File: config.mk
export PLATFORM = sky130hd
export DESIGN_NAME = edge_event_scheduler
export DESIGN_NICKNAME = d
export VERILOG_FILES = /design/src/rtl/edge_event_scheduler.sv
export SDC_FILE = /design/constraint.sdc
export NUM_CORES = 1
export LEC_CHECK = 0
export ABC_AREA = 1
export BUFFER_PORTS_ARGS = -buffer_cell sky130_fd_sc_hd__clkbuf_2
export CORE_ASPECT_RATIO = 0.6
export CORE_UTILIZATION = 30
export DETAILED_ROUTE_END_ITERATION = 10
export PLACE_DENSITY_LB_ADDON = 0.08
export SKIP_LAST_GASP = 1
export SYNTH_ARGS = -nofsm -noshare
export SYNTH_HDL_FRONTEND = slang
export SYNTH_SLANG_ARGS = --single-unit
export TNS_END_PERCENT = 50
File: constraint.sdc
create_clock -name clk -period 3.2 [get_ports clk]
set_clock_uncertainty 0.05 [all_clocks]
set_input_delay 0.48 -clock clk [delete_from_list [all_inputs] [get_ports clk]]
set_output_delay 0.48 -clock clk [all_outputs]
set_load 0.02 [all_outputs]
File: src/rtl/edge_event_scheduler.sv
// Rising-edge detector bank feeding a round-robin scheduler for one shared service unit.
// One request is in flight at a time: offer, wait for completion, then hold an idle gap.
module edge_event_scheduler #(
    parameter int unsigned N   = 4,
    parameter int unsigned GAP = 2
) (
    input  logic                 clk,
    input  logic                 rst,
    input  logic [N-1:0]         signal_in,
    input  logic                 svc_ready,
    input  logic                 svc_done,
    input  logic [N-1:0]         ovf_clr,
    output logic                 svc_valid,
    output logic [$clog2(N)-1:0] svc_id,
    output logic [N-1:0]         pending,
    output logic [N-1:0]         overflow,
    output logic                 busy
);
    localparam int unsigned IDW = $clog2(N);
    localparam int unsigned CW  = (GAP > 1) ? $clog2(GAP) : 1;

    typedef enum logic [1:0] {IDLE, ISSUE, WAIT_DONE, GAP_ST} state_t;

    state_t         state, state_n;
    logic [CW-1:0]  cnt, cnt_n;
    logic [IDW-1:0] last, last_n, id_n, pick;
    logic [N-1:0]   signal_d, rise, acc_mask;
    logic           accept;

    assign rise     = signal_in & ~signal_d;
    assign accept   = svc_valid & svc_ready;
    assign acc_mask = accept ? (N'(1) << svc_id) : '0;

    // Round-robin search starting just after the last granted channel; lowest offset wins.
    always_comb begin
        pick = last;
        for (int unsigned k = N; k >= 1; k--) begin
            if (pending[IDW'((32'(last) + k) % N)]) begin
                pick = IDW'((32'(last) + k) % N);
            end
        end
    end

    // A new rise beats a same-cycle acceptance; overflow set beats clear.
    always_ff @(posedge clk or negedge rst) begin
        if (!rst) begin
            signal_d <= '0;
            pending  <= '0;
            overflow <= '0;
        end else begin
            signal_d <= signal_in;
            pending  <= (pending & ~acc_mask) | rise;
            overflow <= (overflow & ~ovf_clr) | (rise & pending & ~acc_mask);
        end
    end

    always_comb begin
        state_n = state;
        cnt_n   = cnt;
        last_n  = last;
        id_n    = svc_id;
        unique case (state)
            IDLE: begin
                if (|pending) begin
                    state_n = ISSUE;
                    id_n    = pick;
                    last_n  = pick;
                end
            end
            ISSUE: begin
                if (svc_ready) state_n = WAIT_DONE;
            end
            WAIT_DONE: begin
                if (svc_done) begin
                    if (GAP == 0) begin
                        state_n = IDLE;
                    end else begin
                        state_n = GAP_ST;
                        cnt_n   = CW'(GAP - 1);
                    end
                end
            end
            GAP_ST: begin
                if (cnt == '0) state_n = IDLE;
                else           cnt_n   = cnt - CW'(1);
            end
            default: state_n = IDLE;
        endcase
    end

    // Outputs are registered from the next-state decode so they track state exactly.
    always_ff @(posedge clk or negedge rst) begin
        if (!rst) begin
            state     <= IDLE;
            cnt       <= '0;
            last      <= IDW'(N - 1);
            svc_id    <= '0;
            svc_valid <= 1'b0;
            busy      <= 1'b0;
        end else begin
            state     <= state_n;
            cnt       <= cnt_n;
            last      <= last_n;
            svc_id    <= id_n;
            svc_valid <= (state_n == ISSUE);
            busy      <= (state_n != IDLE);
        end
    end
endmodule
==> flow_summary.json, run 1 <==
{
  "result_of_the_run": "finished clean",
  "core-area_um2": 3000,
  "synth_seq_area_share": 0.531,
  "synth.ff_latch_count": 21,
  "clock_tree_from_tritoncts": "done",
  "totalWireLength_um": 1970,
  "global_route.peak_usage_layer": "met2",
  "total_switching_power_w": 0.000562,
  "hold_path.class": "in2async",
  "first_global_vias": 688,
  "globalRoute.totalOverflow": 0,
  "groute.layer.met2.usage": 0.184,
  "top_level_ports": 24,
  "slew-limit-headroom": 0.660,
  "antenna_diode_count": 0,
  "final.period_utilization": 0.453,
  "die_height_um": 46.6,
  "global_route.usage.total": 0.128,
  "timing.critical_path.arrival_ps": 1550,
  "worst_setup_hold_path_clk_slew_ps": 80,
  "synth.yosys.warnings": 0,
  "comb_power_share": 0.470,
  "synth.lib_cells_used.distinct": 20,
  "final_layout_size_suffix_gt1_frac": 0.308,
  "p_int_w": 0.000654,
  "cp-end-kind": "flop",
  "grt_antenna_before_repair": 0,
  "hold_viol": 0,
  "cells_taking_the_most_area_after_synthesis": "sky130_fd_sc_hd__dfrtp_1 (48%), sky130_fd_sc_hd__nand2_1 (15%), sky130_fd_sc_hd__inv_1 (7.9%), sky130_fd_sc_hd__dfstp_2 (5.3%), sky130_fd_sc_hd__nand2_2 (4.4%)",
  "timing.critical_path.required_ps": 3300,
  "cts_hold_buffers": 0,
  "p_per_area_nw_per_um2": 1010,
  "placed_cell_area_um2": 1150,
  "timing.setup.tns_ps": 0,
  "tightestPinTransition_ps": 510,
  "final_core_utilization": 0.400,
  "place_inst": 184,
  "leakage_power_nw": 0.656,
  "main_combinational_cell_family_by_area_after_synthesis": "simple AND/OR/NAND/NOR gates",
  "initial_core_util": 0.331,
  "max_freq_mhz": 690,
  "yosys.area_share.xor_xnor": 0,
  "gr-usage-met1": 0.173,
  "nets": 159,
  "critPathLaunchType": "flop",
  "io_buffers": 23,
  "final_period_minus_worst_setup_slack_ps": 1450,
  "mean_area_per_synthesized_cell_um2": 8.29,
  "globalRouteMet3Util": 0.0535,
  "gpl.final_weighted_congestion": 0.890,
  "first_iter_violations": 31,
  "yosysTopAreaCell": "sky130_fd_sc_hd__dfrtp_1",
  "max-vdd-ir-drop_mv": 0.250,
  "synth_fa_ha_area_frac": 0,
  "die-area_um2": 3560,
  "portion_of_netlist_area_occupied_by_mux_cells": 0,
  "design_area_um2": 1200,
  "synth_compound_gate_area_share": 0.0805,
  "seq_power_share": 0.387,
  "grt_max_degree": 22,
  "crit_path_category": "reg2reg",
  "core.rowCount": 15,
  "numClockSinks": 21,
  "clock_insertion_delay_worst_skew_ps": 260,
  "synth_largest_type_area_fraction": 0.478,
  "syn_area_um2": 995,
  "wire_per_inst_um": 10.5,
  "layoutNonFillerInstCount": 188,
  "timing.max_cap.violations": 0,
  "vias": 806,
  "post-cts-setup-buffer-count": 0,
  "grt_setup_unrepaired": "false",
  "detailedRoute.firstPassIterationCount": 4,
  "final_max_slew_viol_count": 0,
  "syn2layout_area_growth_pct": 20.6,
  "first_pass_grt_wire_length_um": 3310,
  "clkPwrFrac": 0.143,
  "syn-num-nets": 132,
  "remaining_drc_errors": 0,
  "dp_hpwl_um": 1560,
  "ant_nets": 0,
  "finalSetupViolCount": 0,
  "cts-root-buf": "sky130_fd_sc_hd__clkbuf_8",
  "synth_simple_gate_area_frac": 0.278,
  "post_cts.resized_instances": 0,
  "cts_max_level": 1,
  "die-width_um": 76.3,
  "switching_share": 0.462,
  "synthesis.instances": 120,
  "cts_made_buffers": 3,
  "clock_tree.buffer_depth": 2,
  "via_per_instance_ratio": 4.29,
  "worst-path-max-fanout": 10
}
## worst max-delay path, stage by stage, from the launching register on
cell and delay (ps):
sky130_fd_sc_hd__dfstp_2 670, sky130_fd_sc_hd__inv_6 70, sky130_fd_sc_hd__nand2_1 60, sky130_fd_sc_hd__nand2_1 60, sky130_fd_sc_hd__nand2_1 80, sky130_fd_sc_hd__nand2_1 60, sky130_fd_sc_hd__inv_2 60, sky130_fd_sc_hd__nand3_1 90
sky130_fd_sc_hd__nand3_2 90, sky130_fd_sc_hd__nand2_1 50
## through the flow
step	hold slack [ps]	setup slack [ps]	power [W]
2_1_floorplan	134	1880	0.000905
6_report	122	1750	0.00122
3_3_place_gp	437	1760	0.00106
5_1_grt	149	1640	0.00133
4_1_cts	142	1750	0.00122
3_5_place_dp	431	1790	0.00105
## cell usage after synthesis (all sizes together)
library cell / number
dfrtp: 19
nand3: 6
a31oi: 1
dfstp: 2
o21ai: 3
inv: 25
nand2: 46
nor4: 1
nor3: 1
o22ai: 4
nor2: 6
nand3b: 1
o31ai: 4
buf: 1
## cell type report
cell class,instances,area [um2]
clock buffer,3,41.3
clock inverter,1,7.51
fill,321,1800
inverter,25,98.8
multi-input combinational,73,357
sequential,21,528
tap,42,52.6
timing repair buffer,23,115
## flip-flops by register name (all words and copies together), names as in the netlist
register / cells
busy: 1
cnt: 1
last: 2
overflow: 4
pending: 4
signal_d: 4
state: 2
svc_id: 2
svc_valid: 1
## path summary, 6_finish.rpt
path	slack, ps	start	end	cells after the start
max in group asynchronous	2620	rst	last[1]	1
max reg2reg	1750	last[0]	svc_id[0]	9
max	1750	last[0]	svc_id[0]	9
min reg2reg	470	cnt	cnt	2
min	120	rst	signal_d[3]	1
min in group clk	280	signal_in[2]	signal_d[2]	1
## power groups by stage
stage / Combinational, W / Clock, W / Sequential, W
after global placement: 0.000583 / 0 / 0.000474
after detailed placement: 0.000573 / 0 / 0.000474
after floorplan: 0.000406 / 0 / 0.000498
after global routing: 0.000646 / 0.000194 / 0.000486
after CTS: 0.000574 / 0.000179 / 0.000471
final: 0.000572 / 0.000173 / 0.000471
## layer usage
layer	up-vias	wire length [um]	part of all wire
met3	2	122	0.062
li1	420	-	-
met5	-	0	0
met1	360	1080	0.55
met4	0	8	0.0041
met2	24	761	0.39
## cells by family after synthesis
kind of cell    after synthesis
simple gates                 61
buf+inv                      26
flops                        21
compound gates               12
## placed cells by master (no fill, tap or decap), drive strengths merged
cell type  count
o31ai          4
dfstp          2
clkbuf        26
o21ai          3
nor4           1
nor3           1
nand2         46
o22ai          4
inv           25
clkinvlp       1
dfrtp         19
nor2           6
a31oi          1
nand3          6
nand3b         1
Power figures use the tool's default switching activity.
==> inputs of run 2 (changes only) <==
clock period = 1.3 ns   (was 3.2 ns; I/O delays follow)
==> run 2 against run 1 <==
  * The flow now finishes with violations (negative setup slack)
  * Utilization rose by 9.2 points
  * Maximum frequency fell by 2.3%
  * Die area did not move
  * Design area rose by 23%
  * Register-to-register slack got worse by 1900 ps
  * Count of clock-buffer cells in the layout did not move
  * Flip-flop and latch count did not move
  * Global-route usage rose by 3.8 points
  * Worst hold slack got worse by 66 ps
  * First-iteration DRC count rose by 45%
  * Critical path type unchanged
  * Largest power group unchanged
==> flow_summary.json, run 2 (synthesis gave the netlist of run 1 again) <==
{
  "result_of_the_run": "finished with violations",
  "violations_in_the_final_reports": "negative setup slack",
  "hold_viol": 0,
  "via_per_instance_ratio": 4.56,
  "routed-wl-met2_um": 1200,
  "antenna_diode_count": 0,
  "crit_path_start": "last[0]",
  "initial_core_util": 0.331,
  "route.top_layer_used": "met4",
  "met3RoutedLength_um": 181,
  "most_frequent_standard_cell_in_the_layout_excluding_fill_and_tap_cells": "sky130_fd_sc_hd__nand2_1",
  "place_inst": 191,
  "multiInputGateArea_um2": 450,
  "core.rowCount": 15,
  "timing.critical_path.slowest_cell_delay_ps": 590,
  "cts_made_buffers": 3,
  "placement.setup.worst_slack_ps": -143,
  "final_period_minus_worst_setup_slack_ps": 1480,
  "register_to_register_setup_slack_ps": -180,
  "fillerInstances": 302,
  "worstHoldEndpoint": "overflow[2]",
  "timing.rr.end": "svc_id[1]",
  "wl_met1_um": 1240,
  "critical-path-slowest-cell": "sky130_fd_sc_hd__dfstp_2",
  "global_route.usage.total": 0.165,
  "cts-root-buf": "sky130_fd_sc_hd__clkbuf_8",
  "vias": 949,
  "layoutNonFillerInstCount": 208,
  "nets": 179,
  "ant_nets": 0,
  "timing.critical_path.arrival_ps": 1580,
  "clock_insertion_delay_worst_skew_ps": 260,
  "grt_setup_unrepaired": "true",
  "cts_max_level": 1,
  "top_level_ports": 24,
  "worst_setup_hold_path_clk_slew_ps": 80,
  "max_freq_mhz": 674,
  "critPathLaunchType": "flop",
  "design_area_um2": 1480,
  "worst-path-max-fanout": 4,
  "wire_per_inst_um": 13.0,
  "syn2layout_area_growth_pct": 48.4,
  "timing.max_cap.violations": 0,
  "cp-end-kind": "flop",
  "min-delay-start": "ovf_clr[2]",
  "whs_path_depth": 2,
  "buffer_and_inverter_count_on_the_worst_path": 2,
  "final_max_slew_viol_count": 0,
  "clock_tree_from_tritoncts": "done",
  "worstPathCellList": "buf_12 > nand2_1 > nand2_4 > nand2_2 > buf_6 > nand2_1 > nand2_1 > nand3_2 > o21ai_1",
  "remaining_drc_errors": 0,
  "largest_registers_ranked_by_flip_flop_count": "overflow: 4 flops, pending: 4 flops, signal_d: 4 flops",
  "tightestPinTransition_ps": 547,
  "core-area_um2": 3000,
  "die-width_um": 76.3,
  "first_iter_violations": 45,
  "die_height_um": 46.6,
  "reg2reg_depth": 9,
  "placed_cell_area_um2": 1210,
  "timing.rr.start": "last[0]",
  "final.period_utilization": 1.14,
  "clock_tree.buffer_depth": 2,
  "final_layout_size_suffix_gt1_frac": 0.464,
  "p_per_area_nw_per_um2": 2650,
  "totalWireLength_um": 2690,
  "first_global_vias": 875,
  "grt_max_degree": 22,
  "globalRoute.totalOverflow": 0,
  "critical-path-top-delay-family": "flip-flops",
  "leakage_power_nw": 0.795,
  "layout_common_cells": "sky130_fd_sc_hd__nand2_1 (28), sky130_fd_sc_hd__clkbuf_2 (23), sky130_fd_sc_hd__inv_1 (20), sky130_fd_sc_hd__dfrtp_1 (19), sky130_fd_sc_hd__buf_4 (12)",
  "gpl.final_weighted_congestion": 0.812,
  "dp_hpwl_um": 1710,
  "die-area_um2": 3560,
  "max-vdd-ir-drop_mv": 0.762,
  "crit_path_category": "reg2reg",
  "post-layout-total-power_w": 0.00391,
  "io_buffers": 23,
  "grt_antenna_before_repair": 0,
  "setup_slack_ps": -184,
  "final_core_utilization": 0.492,
  "cell_type_with_the_highest_occurrence_count_on_the_critical_path": "sky130_fd_sc_hd__nand2_1",
  "finalSetupViolCount": 6,
  "detailedRoute.firstPassIterationCount": 4,
  "first_pass_grt_wire_length_um": 4230,
  "numClockSinks": 21,
  "area_occupied_by_registers_um2": 528,
  "timing.critical_path.required_ps": 1390,
  "hold_path.class": "in2reg",
  "slew-limit-headroom": 0.636
}
==> run 2: changes by cell type in the layout (fill, tap and decap cells not counted), moves of 2 or more <==
cell                            delta
sky130_fd_sc_hd__buf_4            +12
sky130_fd_sc_hd__nand2_1          -11
sky130_fd_sc_hd__nand2_4           +7
sky130_fd_sc_hd__dlygate4sd3_1     +5
sky130_fd_sc_hd__nand2_2           +4
sky130_fd_sc_hd__nand3_1           -4
sky130_fd_sc_hd__nand3_2           +3
sky130_fd_sc_hd__buf_6             +2
sky130_fd_sc_hd__o21ai_0           -2
==> run 2: layer usage <==
| layer | track usage | up-vias |
|---|---|---|
| met5 | 0 | - |
| met4 | 0.0846 | 0 |
| met3 | 0.0515 | 11 |
| met2 | 0.258 | 45 |
| met1 | 0.212 | 431 |
| li1 | - | 462 |
==> run 2: worst max path at each step <==
stage                 to  cells past startpoint  slack [ps]
5_1_grt        svc_id[0]                     10        -240
6_report       svc_id[1]                      9        -180
3_5_place_dp   svc_id[0]                      9        -140
4_1_cts          last[0]                     11        -130
2_1_floorplan  svc_id[0]                     10         -20
3_3_place_gp     last[0]                     10        -130
==> run 2: per-stage QoR <==
step,setup TNS (ps),hold slack [ps]
floorplan,-20.1,-151
global placement,-410,147
detailed placement,-419,152
CTS,-493,5.28
global route,-1290,39.9
finish,-711,56.0
==> run 2: repair_timing <==
action,CTS,global route
hold buffers,4,1
endpoints found under the setup margin,6,10
gates resized for setup,15,16
cloned,0,0
endpoints found under the hold margin,22,1
setup buffers,6,2
pin swaps,14,12
==> run 2: area by class of cell <==
type | count | area share
multi-input cells | 73 | 0.305
well taps | 42 | 0.0356
flip-flops and latches | 21 | 0.358
repair buffers | 43 | 0.202
inverters | 25 | 0.0686
clock buffers | 3 | 0.0280
clock inverters | 1 | 0.00339
==> run 2: power breakdown <==
group	switching [W]	internal, W
logic	0.00138	0.000991
clock network	0.000214	0.000214
registers	0.000208	0.000898
